===== src/rtl/multicycle_control.sv =====
// multicycle_control: multi-cycle MIPS-subset control FSM (clk, rst_n, instruction, mem_ready, zero in; datapath controls, ALUOp, state_o, trap, retired out)
module multicycle_control #(
  parameter int ALUOP_W  = 6,
  parameter int CNT_W    = 16,
  parameter int WAIT_MAX = 15,
  parameter int EN_BRJ   = 1
) (
  input  logic               clk,
  input  logic               rst_n,
  input  logic [31:0]        instruction,
  input  logic               mem_ready,
  input  logic               zero,
  output logic               PCWrite,
  output logic               PCWriteCond,
  output logic               IorD,
  output logic               IRWrite,
  output logic               MemRead,
  output logic               MemWrite,
  output logic               MemToReg,
  output logic               RegDst,
  output logic               RegWrite,
  output logic               ALUSrcA,
  output logic [1:0]         ALUSrcB,
  output logic [1:0]         PCSource,
  output logic [ALUOP_W-1:0] ALUOp,
  output logic [3:0]         state_o,
  output logic               trap,
  output logic [CNT_W-1:0]   retired
);
  typedef enum logic [3:0] {
    FETCH, DECODE, MEMADR, MEMRD, MEMWB, MEMWR, EXEC, ALUWB, ADDIEX, ADDIWB, BRANCH, JUMP, HALT
  } state_t;
  localparam int WW = WAIT_MAX > 1 ? $clog2(WAIT_MAX + 1) : 1;
  localparam logic [5:0] ADD = 6'h20;
  localparam logic [5:0] SUB = 6'h22;
  state_t state, nxt;
  logic [WW-1:0] wcnt;
  logic [5:0] op, fn;
  logic waiting, timeout, rtype_ok, brj_ok, done, unused_zero;
  assign op = instruction[31:26];
  assign fn = instruction[5:0];
  assign unused_zero = zero;
  assign waiting = (state == FETCH || state == MEMRD || state == MEMWR) && !mem_ready;
  // the access that would make the wait count reach WAIT_MAX traps instead
  assign timeout = waiting && wcnt == WW'(WAIT_MAX - 1);
  assign rtype_ok = fn inside {6'h20, 6'h22, 6'h24, 6'h25, 6'h26, 6'h27};
  assign brj_ok = EN_BRJ != 0;
  assign state_o = state;
  always_comb begin
    nxt = state;
    done = 1'b0;
    case (state)
      FETCH:  nxt = timeout ? HALT : mem_ready ? DECODE : FETCH;
      DECODE: nxt = op == 6'h00 ? (rtype_ok ? EXEC : HALT) :
                    op == 6'h08 ? ADDIEX :
                    (op == 6'h23 || op == 6'h2b) ? MEMADR :
                    (op == 6'h04 && brj_ok) ? BRANCH :
                    (op == 6'h02 && brj_ok) ? JUMP : HALT;
      MEMADR: nxt = op == 6'h2b ? MEMWR : MEMRD;
      MEMRD:  nxt = timeout ? HALT : mem_ready ? MEMWB : MEMRD;
      MEMWR: begin
        nxt = timeout ? HALT : mem_ready ? FETCH : MEMWR;
        done = mem_ready;
      end
      EXEC:   nxt = ALUWB;
      ADDIEX: nxt = ADDIWB;
      MEMWB, ALUWB, ADDIWB, BRANCH, JUMP: begin
        nxt = FETCH;
        done = 1'b1;
      end
      default: nxt = HALT;
    endcase
  end
  always_ff @(posedge clk or negedge rst_n) begin
    if (!rst_n) begin
      state   <= FETCH;
      trap    <= 1'b0;
      retired <= '0;
      wcnt    <= '0;
    end else begin
      state   <= nxt;
      trap    <= trap | (nxt == HALT);
      retired <= retired + CNT_W'(done);
      wcnt    <= waiting ? wcnt + 1'b1 : '0;
    end
  end
  always_comb begin
    {PCWrite, PCWriteCond, IorD, IRWrite, MemRead, MemWrite, MemToReg, RegDst, RegWrite, ALUSrcA} = '0;
    ALUSrcB  = 2'b00;
    PCSource = 2'b00;
    ALUOp    = '0;
    case (state)
      FETCH: begin
        MemRead = 1'b1;
        IRWrite = mem_ready;
        PCWrite = mem_ready;
        ALUSrcB = 2'b01;
        ALUOp   = ALUOP_W'(ADD);
      end
      DECODE: begin
        ALUSrcB = 2'b11;
        ALUOp   = ALUOP_W'(ADD);
      end
      MEMADR, ADDIEX: begin
        ALUSrcA = 1'b1;
        ALUSrcB = 2'b10;
        ALUOp   = ALUOP_W'(ADD);
      end
      MEMRD: begin
        IorD    = 1'b1;
        MemRead = 1'b1;
      end
      MEMWR: begin
        IorD     = 1'b1;
        MemWrite = 1'b1;
      end
      MEMWB: begin
        MemToReg = 1'b1;
        RegWrite = 1'b1;
      end
      EXEC: begin
        ALUSrcA = 1'b1;
        ALUOp   = ALUOP_W'(fn);
      end
      ALUWB: begin
        RegDst   = 1'b1;
        RegWrite = 1'b1;
      end
      ADDIWB: RegWrite = 1'b1;
      BRANCH: begin
        ALUSrcA     = 1'b1;
        ALUOp       = ALUOP_W'(SUB);
        PCWriteCond = 1'b1;
        PCSource    = 2'b01;
      end
      JUMP: begin
        PCWrite  = 1'b1;
        PCSource = 2'b10;
      end
      default: ;
    endcase
    // in reset only the fetch read stays requested
    if (!rst_n) begin
      {PCWrite, PCWriteCond, IorD, IRWrite, MemWrite, MemToReg, RegDst, RegWrite, ALUSrcA} = '0;
      MemRead  = 1'b1;
      ALUSrcB  = 2'b00;
      PCSource = 2'b00;
      ALUOp    = '0;
    end
  end
endmodule


===== config.mk =====
export PLATFORM = sky130hd
export DESIGN_NAME = multicycle_control
export DESIGN_NICKNAME = d
export VERILOG_FILES = /design/src/rtl/multicycle_control.sv
export SDC_FILE = /design/constraint.sdc
export NUM_CORES = 1
export LEC_CHECK = 0
export ABC_AREA = 1
export CORE_UTILIZATION = 30
export CTS_BUF_LIST = sky130_fd_sc_hd__clkbuf_16
export DETAILED_ROUTE_END_ITERATION = 8
export MAX_ROUTING_LAYER = met4
export PLACE_DENSITY_LB_ADDON = 0.12
export SETUP_SLACK_MARGIN = 0.3
export SYNTH_ARGS = -nofsm -noshare
export SYNTH_HDL_FRONTEND = slang
export SYNTH_SLANG_ARGS = --single-unit

===== constraint.sdc =====
create_clock -name clk -period 1.9 [get_ports clk]
set_input_delay 0.285 -clock clk [delete_from_list [all_inputs] [get_ports clk]]
set_output_delay 0.285 -clock clk [all_outputs]
set_load 0.05 [all_outputs]

Word level (Yosys, flattened, before mapping)
Index checks and enable logic that the tools add are counted.
Widths: inputs -> output; s select.
Cells by class
  eq/ne operators: 24
  muxes and demuxes: 42
  bitwise operators: 1
  reductions and logical operators: 16
  add/subtract/negate cells: 2
Operators by type and width (number)
  $eq 6x6->1 const B: 8
  $mux 4: 8
  $pmux 4 s8: 1
  $eq 4x4->1 const B: 6
  $mux 1: 20
  $pmux 6 s3: 1
  $add 16x1->16: 1
  $eq 4x3->1 const B: 4
  $mux 3: 5
  $eq 4x2->1 const B: 2
  $reduce_or 4->1: 2
  $eq 6x2->1 const B: 1
  $eq 6x3->1 const B: 1
  $eq 6x4->1 const B: 1
  $logic_not 6->1: 1
  $mux 6: 1
  $pmux 2 s3: 1
  $reduce_bool 6->1: 1
  $reduce_or 2->1: 3
  $reduce_or 5->1: 1
  $add 4x1->4 const B: 1
  $eq 4x1->1 const B: 1
  $logic_not 4->1: 1
  $mux 2: 2
  other kinds (7): 11
Storage, ports and cells
  register bits: 25
  output and inout bits: 41
  bits of input ports: 36

Logic depth before layout (Yosys ltp)
  word-level depth: 9
  depth in mapped cells: 16
  gate-level depth less buffers: 16

Worst setup path after synthesis
Ideal clock, no wire load.
  kind: reg2reg
  start: register state[0] (netlist: state_o[0])
  end: register retired[10]
  stages on the path, launching flop included: 14
  setup time: 0.082 ns
  setup slack: -0.664 ns
  path buffers: 0
  arrival time: 2.482 ns
  clock period less this slack: 2.564 ns
  cells stage by stage: dfrtp_1 > inv_1 > nor2_2 > inv_2 > o211ai_1 > a21oi_1 > o21ai_0 > ha_1 > ha_1 > nand3_2 > nor3_4 > nand3_2 > nor3b_2 > xor2_1
Between the ends
  cells in the longest elaborated chain, start to end: 4
  elaborated cells on any way between the ends: 9
Ends and longest elaborated chain
  start: declaration: RTL line 36  | state_t state, nxt;
  start signal: assignment: RTL line 81  | state <= nxt;
  $eq 4x4->1 / $eq 4x3->1 (equally long branches): RTL line 52  | case (state)
  $reduce_or 5->1: RTL line 52
  $pmux 1 s2 *: RTL line 52
  $add 16x1->16 *: RTL line 83  | retired <= retired + CNT_W'(done);
  end signal: assignment: RTL line 83
  end: declaration: RTL line 28  | output logic [CNT_W-1:0] retired
Mark *: on every way between the ends. The rest lies on a longest branch, timed or not.

Worst setup path after layout
  start: register state[3] (netlist: state_o[3])
  end: output port ALUSrcB[1]
Between the ends
  cells in the longest elaborated chain, start to end: 4
  elaborated cells on any way between the ends: 7
Ends and longest elaborated chain
  $eq 4x2->1 / $eq 4x4->1 (equally long branches): RTL line 92  | case (state)
  $reduce_or 2->1
  $pmux 2 s3 *: RTL line 92
  $mux 2 *: RTL line 143  | if (!rst_n) begin
  end: declaration: RTL line 23  | output logic [1:0] ALUSrcB,
Marked as above.

==> impl_metrics.env <==
export IMPL_status="complete, but fails checks"
export IMPL_violations="negative setup slack"
export IMPL_io_pins=77
export IMPL_power_density_mw_per_mm2=320
export IMPL_worstMarginPinSlew_ns=0.495
export IMPL_final_cell_count_no_fill=399
export IMPL_required_ns=1.62
export IMPL_synth_top_area_cell="dfrtp_1"
export IMPL_drc=0
export IMPL_grt_pass1_wl_mm=7.71
export IMPL_synth_top_cell_area_share_pct=38.5
export IMPL_cts_sinks=25
export IMPL_synth_most_common_cell="nand2_1"
export IMPL_yosys_top_cells_count="37 x nand2_1, 32 x nor2_1, 31 x inv_1"
export IMPL_port_buffers=55
export IMPL_async_reset_ff_share_pct=100
export IMPL_drtAntennaViolNets=0
export IMPL_path_clk_slew_ns=0.07
export IMPL_ff_latch_area_sq_um=631
export IMPL_syn_inst=211
export IMPL_dieWidth_microns=75.6
export IMPL_path_class="reg2out"
export IMPL_grt_max_degree=21
export IMPL_crit_fanout=4
export IMPL_hold_viol_final=0
export IMPL_antenna_found_initial=0
export IMPL_via_per_inst=4.55
export IMPL_antenna_cells=0
export IMPL_final_nets=370
export IMPL_synth_edf_count=0
export IMPL_fillers=373
export IMPL_start_util_pct=31.4
export IMPL_dp_cells=368
export IMPL_ir_worst_vdd_mv=0.334
export IMPL_root_buffer="clkbuf_16"
export IMPL_grt_use_total_pct=18.7
export IMPL_multi_input_area_sq_mm=0.00128
export IMPL_place_congestion=0.862
export IMPL_core_sq_mm=0.00517
export IMPL_worstPathArrival_ns=1.96
export IMPL_end_kind="output pin"
export IMPL_ys_ff_latch=25
export IMPL_design_die_area_sq_mm=0.00571
export IMPL_synth_area_top_cells="dfrtp_1 39%, nand2_1 8.6%, nor2_1 7.4%, inv_1 7.2%, xor2_1 7.0%"
export IMPL_syn_cell_area_sq_mm=0.00162
export IMPL_first_global_vias=1672
export IMPL_syn_nets=251
export IMPL_fin_skew_ns=0.00666
export IMPL_hold_class="in2async"
export IMPL_setup_slack_ns=-0.348
export IMPL_row_count=26
export IMPL_period_share_pct=118
export IMPL_fmax_mhz=445
export IMPL_wl_per_cell_microns=13.2
export IMPL_drt_iter0_markers=61
export IMPL_vias=1815
export IMPL_ys_seq_area_share_pct=38.5
export IMPL_critPathLaunchType="flip-flop"
export IMPL_final_setup_viol_count=21
export IMPL_period_needed_ns=2.25
export IMPL_cts_path_max_buffers=2
export IMPL_dr_pass1_iters=4
export IMPL_drive_gt1_share_pct=53.2
export IMPL_relSlewSlack_pct=67.0
export IMPL_place_ws_ns=-0.312
export IMPL_slew_viol_final=0
export IMPL_die_h_microns=75.6
export IMPL_synth_cell_types=30
export IMPL_area_growth_pct=118
export IMPL_grt_ovfl_total=0
export IMPL_hpwl_mm=3.41
export IMPL_clk_latency_ns=0.27
export IMPL_htree_levels=1
export IMPL_power_leakage_nw=1.66
export IMPL_rsz0062_at_grt="true"
export IMPL_max_cap_viol_count=0
export IMPL_yosys_warnings=0
export IMPL_cts_tree="built"
export IMPL_cts_buffers=3
export IMPL_dominantRegCellSynth="dfrtp_1"
export IMPL_routed_wl_mm=5.26
export IMPL_syn_area_per_cell_sq_um=7.70
## cell usage in the layout (no fill, tap or decap), types with 2 or more instances in the layout
| cell type | n |
|---|---|
| xnor2_1 | 2 |
| nor3_2 | 2 |
| dfrtp_1 | 21 |
| buf_6 | 24 |
| xor2_1 | 13 |
| nor2_1 | 17 |
| nor2_2 | 3 |
| nand3_4 | 6 |
| dfrtp_2 | 4 |
| ha_1 | 2 |
| buf_4 | 42 |
| o21ai_0 | 3 |
| o211ai_1 | 2 |
| inv_2 | 4 |
| inv_1 | 25 |
| nand2_8 | 2 |
| clkinvlp_4 | 3 |
| nand2_4 | 8 |
| nor2_4 | 19 |
| nand3_1 | 11 |
| clkbuf_16 | 3 |
| dlygate4sd2_1 | 13 |
| nor3_4 | 5 |
| clkdlybuf4s50_1 | 13 |
| nand3_2 | 5 |
| nand2_2 | 8 |
| nand2_1 | 22 |
| inv_4 | 5 |
| a21oi_4 | 2 |
| buf_12 | 22 |
| nand4_1 | 4 |
| ha_4 | 2 |
## flip-flops by register name, summed over array words and instances (netlist names)
register / count
retired: 16
state_o: 4
trap: 1
wcnt: 4
## power breakdown
group          internal (mW)  total [mW]  switching [mW]
clock network          0.287       0.493           0.206
logic                 0.0465       0.106          0.0590
registers              0.532       0.532               0
total                  0.865        1.13           0.265
## worst paths after layout
kind	cells past startpoint	to	start	slack [ns]
min in group clk	1	retired[15]$_DFF_PN0_	retired[15]$_DFF_PN0_	0.48
setup reg to reg	12	retired[10]$_DFF_PN0_	state_o[3]$_DFF_PN0_	-0.34
setup / recovery	10	ALUSrcB[1]	state_o[3]$_DFF_PN0_	-0.35
hold reg to reg	1	retired[15]$_DFF_PN0_	retired[15]$_DFF_PN0_	0.48
hold / removal	2	retired[13]$_DFF_PN0_	rst_n	0.12
max in group asynchronous	2	state_o[2]$_DFF_PN0_	rst_n	1.47
## worst max-delay path: stages, from the launching register on
cell	delay, ns
dfrtp_2	0.45
buf_4	0.15
buf_6	0.11
buf_6	0.11
nor2_4	0.15
inv_4	0.07
nor2_4	0.14
nor3_4	0.06
or2_1	0.25
clkinvlp_4	0.09
buf_12	0.13
## stage by stage
stage	total power [mW]	hold WS (ns)	util, %	instance area (sq um)	setup TNS, ns
floorplan	0.573	-0.0106	-	1790	-2.99
global placement	0.639	0.471	55.4	2870	-2.21
detailed placement	0.640	0.458	55.4	2870	-2.04
CTS	1.13	0.116	62.7	3240	-2.65
global route	1.17	0.132	68.3	3530	-7.29
finish	1.13	0.120	68.3	3530	-4.94
## metal layers
metal	vias up	global-route usage (%)	share of wire, %
li1	904	-	-
met1	860	23.5	41
met2	43	30.9	52
met3	8	3.44	4.7
met4	0	5.14	1.5
met5	-	-	0
## cell type report
class | count | share of cell area (%)
clock buffer | 3 | 2.12
timing repair buffer | 116 | 36.6
clock inverter | 1 | 0.212
sequential | 25 | 17.8
tap | 70 | 2.48
inverter | 36 | 4.39
multi-input combinational | 148 | 36.4
## cells by family after synthesis
group | synth area share, %
buf+inv | 9.01
simple gates | 36.7
flops | 38.5
xor+xnor | 8.09
compound gates | 4.55
fa+ha+maj | 3.08
## repair_timing
item | in CTS | in global routing
endpoints found under the setup margin | 48 | 41
gates resized for setup | 63 | 45
setup buffers | 14 | 13
pin swaps | 9 | 20
hold buffers | 0 | 0
No activity file was read; power rests on OpenSTA's default activity.
